==> config.mk <==
export PLATFORM = sky130hd
export DESIGN_NAME = id_ex_pipe_reg
export DESIGN_NICKNAME = d
export VERILOG_FILES = /design/src/rtl/id_ex_pipe_reg_pkg.sv /design/src/rtl/id_ex_pipe_reg_halt_drain_seq.sv /design/src/rtl/id_ex_pipe_reg.sv
export SDC_FILE = /design/constraint.sdc
export NUM_CORES = 1
export LEC_CHECK = 0
export ABC_AREA = 1
export BUFFER_PORTS_ARGS = -buffer_cell sky130_fd_sc_hd__buf_2
export CORE_MARGIN = 2
export CORE_UTILIZATION = 30
export DETAILED_ROUTE_END_ITERATION = 12
export GPL_TIMING_DRIVEN = 1
export PLACE_DENSITY = 0.56
export SLEW_MARGIN = 10
export SYNTH_ARGS = -nofsm -noshare
export SYNTH_HDL_FRONTEND = slang
export SYNTH_HIERARCHICAL = 1
export SYNTH_SLANG_ARGS = --single-unit
==> constraint.sdc <==
create_clock -name clk -period 2.8 [get_ports clk]
set_input_delay 0.56 -clock clk [delete_from_list [all_inputs] [get_ports clk]]
set_output_delay 0.56 -clock clk [all_outputs]
set_load 0.005 [all_outputs]
==> src/rtl/id_ex_pipe_reg_pkg.sv <==
// rtl/id_ex_pipe_reg_pkg.sv - shared widths, halt constants and types for the ID/EX register
package id_ex_pipe_reg_pkg;

    localparam int REG_IDX_W        = 5;
    localparam int FUNCT3_W         = 3;
    localparam int FUNCT7_W         = 7;
    localparam int CTRL_W           = 6;
    localparam int DRAIN_CYCLES_DEF = 3;
    localparam int DRAIN_CNT_W      = 8;
    localparam int HALT_REG_NUM     = 17;
    localparam int HALT_REG_VAL     = 10;

    typedef struct packed {
        logic mem_read;
        logic mem_to_reg;
        logic mem_write;
        logic alu_src;
        logic write_enable;
        logic is_ecall;
    } ctrl_t;

    typedef enum logic [1:0] {
        HALT_IDLE  = 2'd0,
        HALT_DRAIN = 2'd1,
        HALT_DONE  = 2'd2
    } halt_state_t;

endpackage

==> src/rtl/id_ex_pipe_reg_halt_drain_seq.sv <==
// rtl/id_ex_pipe_reg_halt_drain_seq.sv - ecall drain sequencer: arm, count down, sticky halt
module halt_drain_seq
    import id_ex_pipe_reg_pkg::*;
#(
    parameter int DRAIN_CYCLES = DRAIN_CYCLES_DEF
) (
    input  logic clk,
    input  logic reset,
    input  logic arm,
    output logic halt_pending,
    output logic is_halted
);

    halt_state_t            state_d, state_q;
    logic [DRAIN_CNT_W-1:0] cnt_d, cnt_q;

    always_comb begin
        state_d = state_q;
        cnt_d   = cnt_q;
        case (state_q)
            HALT_IDLE: begin
                if (arm) begin
                    state_d = HALT_DRAIN;
                    cnt_d   = DRAIN_CNT_W'(DRAIN_CYCLES - 1);
                end
            end
            HALT_DRAIN: begin
                // Counter at zero means the ecall has just left WB.
                if (cnt_q == '0) begin
                    state_d = HALT_DONE;
                end else begin
                    cnt_d = cnt_q - DRAIN_CNT_W'(1);
                end
            end
            HALT_DONE: state_d = HALT_DONE;
            default:   state_d = HALT_IDLE;
        endcase
    end

    always_ff @(posedge clk) begin
        if (reset) begin
            state_q <= HALT_IDLE;
            cnt_q   <= '0;
        end else begin
            state_q <= state_d;
            cnt_q   <= cnt_d;
        end
    end

    assign halt_pending = (state_q == HALT_DRAIN);
    assign is_halted    = (state_q == HALT_DONE);

endmodule

==> src/rtl/id_ex_pipe_reg.sv <==
// rtl/id_ex_pipe_reg.sv - ID/EX pipeline register with bubbles and ecall halt drain (option: ID_EX_BUBBLE_CNT_EN)
module id_ex_pipe_reg
    import id_ex_pipe_reg_pkg::*;
#(
    parameter int XLEN         = 32,
    parameter int DRAIN_CYCLES = DRAIN_CYCLES_DEF
) (
    input  logic                 clk,
    input  logic                 reset,
    input  logic                 id_valid,
    input  logic                 id_bubble,
    input  logic                 id_mem_read,
    input  logic                 id_mem_to_reg,
    input  logic                 id_mem_write,
    input  logic                 id_alu_src,
    input  logic                 id_write_enable,
    input  logic                 id_is_ecall,
    input  logic                 id_halt_req,
    input  logic [XLEN-1:0]      id_pc,
    input  logic [XLEN-1:0]      id_rs1_data,
    input  logic [XLEN-1:0]      id_rs2_data,
    input  logic [XLEN-1:0]      id_imm,
    input  logic [FUNCT3_W-1:0]  id_funct3,
    input  logic [FUNCT7_W-1:0]  id_funct7,
    input  logic [REG_IDX_W-1:0] id_rs1,
    input  logic [REG_IDX_W-1:0] id_rs2,
    input  logic [REG_IDX_W-1:0] id_rd,
    output logic                 ex_valid,
    output logic                 ex_mem_read,
    output logic                 ex_mem_to_reg,
    output logic                 ex_mem_write,
    output logic                 ex_alu_src,
    output logic                 ex_write_enable,
    output logic                 ex_is_ecall,
    output logic [XLEN-1:0]      ex_pc,
    output logic [XLEN-1:0]      ex_rs1_data,
    output logic [XLEN-1:0]      ex_rs2_data,
    output logic [XLEN-1:0]      ex_imm,
    output logic [FUNCT3_W-1:0]  ex_funct3,
    output logic [FUNCT7_W-1:0]  ex_funct7,
    output logic [REG_IDX_W-1:0] ex_rs1,
    output logic [REG_IDX_W-1:0] ex_rs2,
    output logic [REG_IDX_W-1:0] ex_rd,
`ifdef ID_EX_BUBBLE_CNT_EN
    output logic [31:0]          bubble_count,
`endif
    output logic                 halt_pending,
    output logic                 is_halted
);

    logic                 take;
    logic                 arm;
    logic                 valid_d, valid_q;
    ctrl_t                ctrl_d, ctrl_q;
    logic [XLEN-1:0]      pc_d, pc_q;
    logic [XLEN-1:0]      rs1_data_d, rs1_data_q;
    logic [XLEN-1:0]      rs2_data_d, rs2_data_q;
    logic [XLEN-1:0]      imm_d, imm_q;
    logic [FUNCT3_W-1:0]  funct3_d, funct3_q;
    logic [FUNCT7_W-1:0]  funct7_d, funct7_q;
    logic [REG_IDX_W-1:0] rs1_d, rs1_q;
    logic [REG_IDX_W-1:0] rs2_d, rs2_q;
    logic [REG_IDX_W-1:0] rd_d, rd_q;

    // A bubble zeroes every field, so forwarding compares against x0.
    always_comb begin
        take       = id_valid & ~id_bubble & ~halt_pending & ~is_halted;
        arm        = take & id_is_ecall & id_halt_req;
        valid_d    = take;
        ctrl_d     = '0;
        pc_d       = '0;
        rs1_data_d = '0;
        rs2_data_d = '0;
        imm_d      = '0;
        funct3_d   = '0;
        funct7_d   = '0;
        rs1_d      = '0;
        rs2_d      = '0;
        rd_d       = '0;
        if (take) begin
            ctrl_d.mem_read     = id_mem_read;
            ctrl_d.mem_to_reg   = id_mem_to_reg;
            ctrl_d.mem_write    = id_mem_write;
            ctrl_d.alu_src      = id_alu_src;
            ctrl_d.write_enable = id_write_enable;
            ctrl_d.is_ecall     = id_is_ecall;
            pc_d                = id_pc;
            rs1_data_d          = id_rs1_data;
            rs2_data_d          = id_rs2_data;
            imm_d               = id_imm;
            funct3_d            = id_funct3;
            funct7_d            = id_funct7;
            rs1_d               = id_rs1;
            rs2_d               = id_rs2;
            rd_d                = id_rd;
        end
    end

    always_ff @(posedge clk) begin
        if (reset) begin
            valid_q    <= 1'b0;
            ctrl_q     <= '0;
            pc_q       <= '0;
            rs1_data_q <= '0;
            rs2_data_q <= '0;
            imm_q      <= '0;
            funct3_q   <= '0;
            funct7_q   <= '0;
            rs1_q      <= '0;
            rs2_q      <= '0;
            rd_q       <= '0;
        end else begin
            valid_q    <= valid_d;
            ctrl_q     <= ctrl_d;
            pc_q       <= pc_d;
            rs1_data_q <= rs1_data_d;
            rs2_data_q <= rs2_data_d;
            imm_q      <= imm_d;
            funct3_q   <= funct3_d;
            funct7_q   <= funct7_d;
            rs1_q      <= rs1_d;
            rs2_q      <= rs2_d;
            rd_q       <= rd_d;
        end
    end

    halt_drain_seq #(
        .DRAIN_CYCLES (DRAIN_CYCLES)
    ) u_halt_drain_seq (
        .clk          (clk),
        .reset        (reset),
        .arm          (arm),
        .halt_pending (halt_pending),
        .is_halted    (is_halted)
    );

`ifdef ID_EX_BUBBLE_CNT_EN
    logic [31:0] bubble_cnt_d, bubble_cnt_q;

    always_comb begin
        bubble_cnt_d = bubble_cnt_q;
        if (!take && !is_halted && (bubble_cnt_q != 32'hFFFF_FFFF)) begin
            bubble_cnt_d = bubble_cnt_q + 32'd1;
        end
    end

    always_ff @(posedge clk) begin
        if (reset) begin
            bubble_cnt_q <= '0;
        end else begin
            bubble_cnt_q <= bubble_cnt_d;
        end
    end

    assign bubble_count = bubble_cnt_q;
`endif

    assign ex_valid        = valid_q;
    assign ex_mem_read     = ctrl_q.mem_read;
    assign ex_mem_to_reg   = ctrl_q.mem_to_reg;
    assign ex_mem_write    = ctrl_q.mem_write;
    assign ex_alu_src      = ctrl_q.alu_src;
    assign ex_write_enable = ctrl_q.write_enable;
    assign ex_is_ecall     = ctrl_q.is_ecall;
    assign ex_pc           = pc_q;
    assign ex_rs1_data     = rs1_data_q;
    assign ex_rs2_data     = rs2_data_q;
    assign ex_imm          = imm_q;
    assign ex_funct3       = funct3_q;
    assign ex_funct7       = funct7_q;
    assign ex_rs1          = rs1_q;
    assign ex_rs2          = rs2_q;
    assign ex_rd           = rd_q;

endmodule
==> impl_results.md <==
* Count of input and output buffers at between 300 and 400
* WP data required at 3.16 ns
* Routed Antenna Nets at 0
* Final std cells w/o fill at 1187
* First-pass DRT Iterations at 4
* Combinational share of power at 14.9%
* Reg area at roughly 3400 um2
* Slew margin rel. at between 60% and 70%
* Post-CTS setup repair buffer count at 0
* Grt total ovfl at 0
* Synth cell types at 20
* Sw Share at 27.5%
* Worst skew pair latency at 0.42 ns
* First DRT Iteration DRCs at 117
* Final hold vios at 0
* Largest net degree at the start of global routing at 33
* Clk pwr share at between 40 and 50%
* Core box area at 18000 um2
* FP Rows at 49
* Syn_nets at 779
* I/O pin count at 326
* WHS at 0.343 ns
* Post-DP HPWL at approximately 11 mm
* Setup_tns at 0 ns
* Clock skew at just under 0.007 ns
* Yosys reg bits at 170
* CP Launch Type: register
* Routed vias/inst at 3.76
* CTS clk-pin slew, worst paths at 0.07 ns
* Via count at 4469
* # placed instances at 1155
* Clk sinks at 170
* RSZ-0062 raised after global routing: false
* Post-CTS resize count at 0
* Max Freq at around 510 MHz
* Hold WC Path Type: in2reg
* Clock H-tree levels at 4
* CP max FO at 8
* Arr. time, crit path at 2.33 ns
* Nets at about 1.1k
* FF-to-FF path depth at 11
* Die extent in x at 140 um
* Period Utilization, post-route at 70.6%
* PwrDens at 724 nW/um2
* Setup crit end kind: register
* Drt total wl at between 10 and 15 mm
* Gr usage total at 14.0%
* Total net switching power at 0.00160 W
* DRC at 0
* Period minus WS final at 1.98 ns
* Part of the power in registers at 44.8%
* Antenna Cells at 0
* Max-cap viol count at 0
* VDD IR max at 0.412 mV
* Routed wire length per instance at 11.5 um
* TritonCTS buffer count at 17
* Worst Max-Slew Pin Slew at 0.527 ns
* Clock tree buffer depth at 2
* Yosys warns at 6
* Initial Utilization at between 30 and 40%
* Slew Viols, Final at 0
* Die area at around 20000 um2
* Layout cells sized above 1 at 50.0%
* Sequential element share of the synthesized area at about three fifths
* Cell Area, Synth at 5530 um2
* # setup viols final at 0
* WS Path Type: reg2reg
* Final GP Congestion at 0.780
* Final setup margin at just over 0.8 ns
* Tot Pwr at roughly 0.0058 W
* Area Growth Syn to Fin at 45.3%
* Status: finished, final reports clean
* Multi-input gate area at 1310 um2
* WHS Path Cells at 3
* Vias in the first global route at 4302
* Cts hold-fix bufs at 0
* Initial antenna violation count at 0
* Filler Cells Inserted at between 1.5k and 2k
* Pleak at 4.72 nW
* CTS tree: built
* Setup WS pre-CTS at 0.826 ns
* Die height at 140 um
* Root Buffer: clkbuf_16
* First-pass GRT wire length at 21.5 mm
* Avg Cell Area, Syn at 9.08 um2
* Gate Count Post-Synth at 609
* Internal Power at 0.00422 W
final cells by class:
| cell class | count | area share [%] |
|---|---|---|
| Tap cell | 229 | 3.57 |
| Multi-Input combinational cell | 242 | 16.3 |
| Inverter | 179 | 8.39 |
| Sequential cell | 170 | 42.4 |
| Timing Repair Buffer | 335 | 22.0 |
| Clock inverter | 14 | 1.95 |
| Clock buffer | 18 | 5.47 |
worst max-delay path: stages, from the launching register on:
cell	delay, ns
dfxtp_1	0.35
inv_1	0.08
ha_1	0.26
nor2_1	0.24
nand2_1	0.08
nor2_1	0.17
nor2_1	0.07
inv_1	0.17
nand3_4	0.18
inv_4	0.13
nand2_1	0.07
a21oi_2	0.11
cell families after synthesis:
group	share of synthesized area (%)
buffers and inverters	14.9
XOR/XNOR	0.475
AO/OA/AOI/OAI	1.24
adder cells (fa/ha/maj)	1.36
flip-flops	61.5
AND/OR/NAND/NOR	20.5
cells in the final DEF (no fill, tap or decap), types with 3 or more instances in the layout:
| cell type | n |
|---|---|
| a21oi_1 | 5 |
| a21oi_2 | 5 |
| buf_12 | 5 |
| buf_2 | 325 |
| buf_4 | 5 |
| clkbuf_16 | 17 |
| clkinv_4 | 3 |
| dfxtp_1 | 170 |
| ha_1 | 6 |
| inv_1 | 177 |
| inv_6 | 4 |
| inv_8 | 3 |
| nand2_1 | 33 |
| nand3_1 | 5 |
| nand4_1 | 3 |
| nor2_1 | 77 |
| nor2_2 | 100 |
cells in the mapped netlist:
cell type  instances  area, um2
nand3_2            2       20.0
nand3_4            1       17.5
xnor2_1            1       8.76
nor2_1            77        289
nor2_2           100        626
nand2_1           33        124
dfxtp_1          170       3400
xor2_1             2       17.5
buf_6             11        124
buf_1              1       3.75
nand4_1            3       18.8
a21oi_2            5       43.8
inv_1            177        664
a21oi_1            5       25.0
inv_4              1       6.26
nand3_1            5       25.0
clkbuf_1           6       22.5
inv_2              1       3.75
nand2_2            2       12.5
ha_1               6       75.1
worst paths after layout:
path	from	endpoint	slack, ns
hold reg to reg	u_halt_drain_seq/state_q[1]	u_halt_drain_seq/state_q[1]	0.49
setup / recovery	u_halt_drain_seq/state_q[1]	u_halt_drain_seq/cnt_q[0]	0.82
hold / removal	id_rd[2]	ex_rd[2]	0.34
setup reg to reg	u_halt_drain_seq/state_q[1]	u_halt_drain_seq/cnt_q[0]	0.82
metrics by stage:
step                util [%]  cell area [um2]
floorplan                  -             5530
detailed placement      41.3             7440
global placement        41.3             7440
CTS                     44.6             8030
global route            44.6             8030
finish                  44.6             8030
layer usage:
metal / up-vias / track usage [%] / routed length, um
met5: - / 0 / 0
met4: 0 / 6.37 / 326
li1: 2350 / - / -
met3: 20 / 4.96 / 1170
met1: 1903 / 15.5 / 5420
met2: 196 / 24.2 / 6750
power by group through the flow:
stage | clock, W | sequential (W) | combinational (W)
2_1_floorplan | 0 | 0.00267 | 0.000521
3_3_place_gp | 0 | 0.00266 | 0.000870
3_5_place_dp | 0 | 0.00266 | 0.000874
6_report | 0.00235 | 0.00260 | 0.000865
4_1_cts | 0.00243 | 0.00260 | 0.000880
5_1_grt | 0.00253 | 0.00261 | 0.000988
Note: power is estimated with default switching activity, not from simulation.
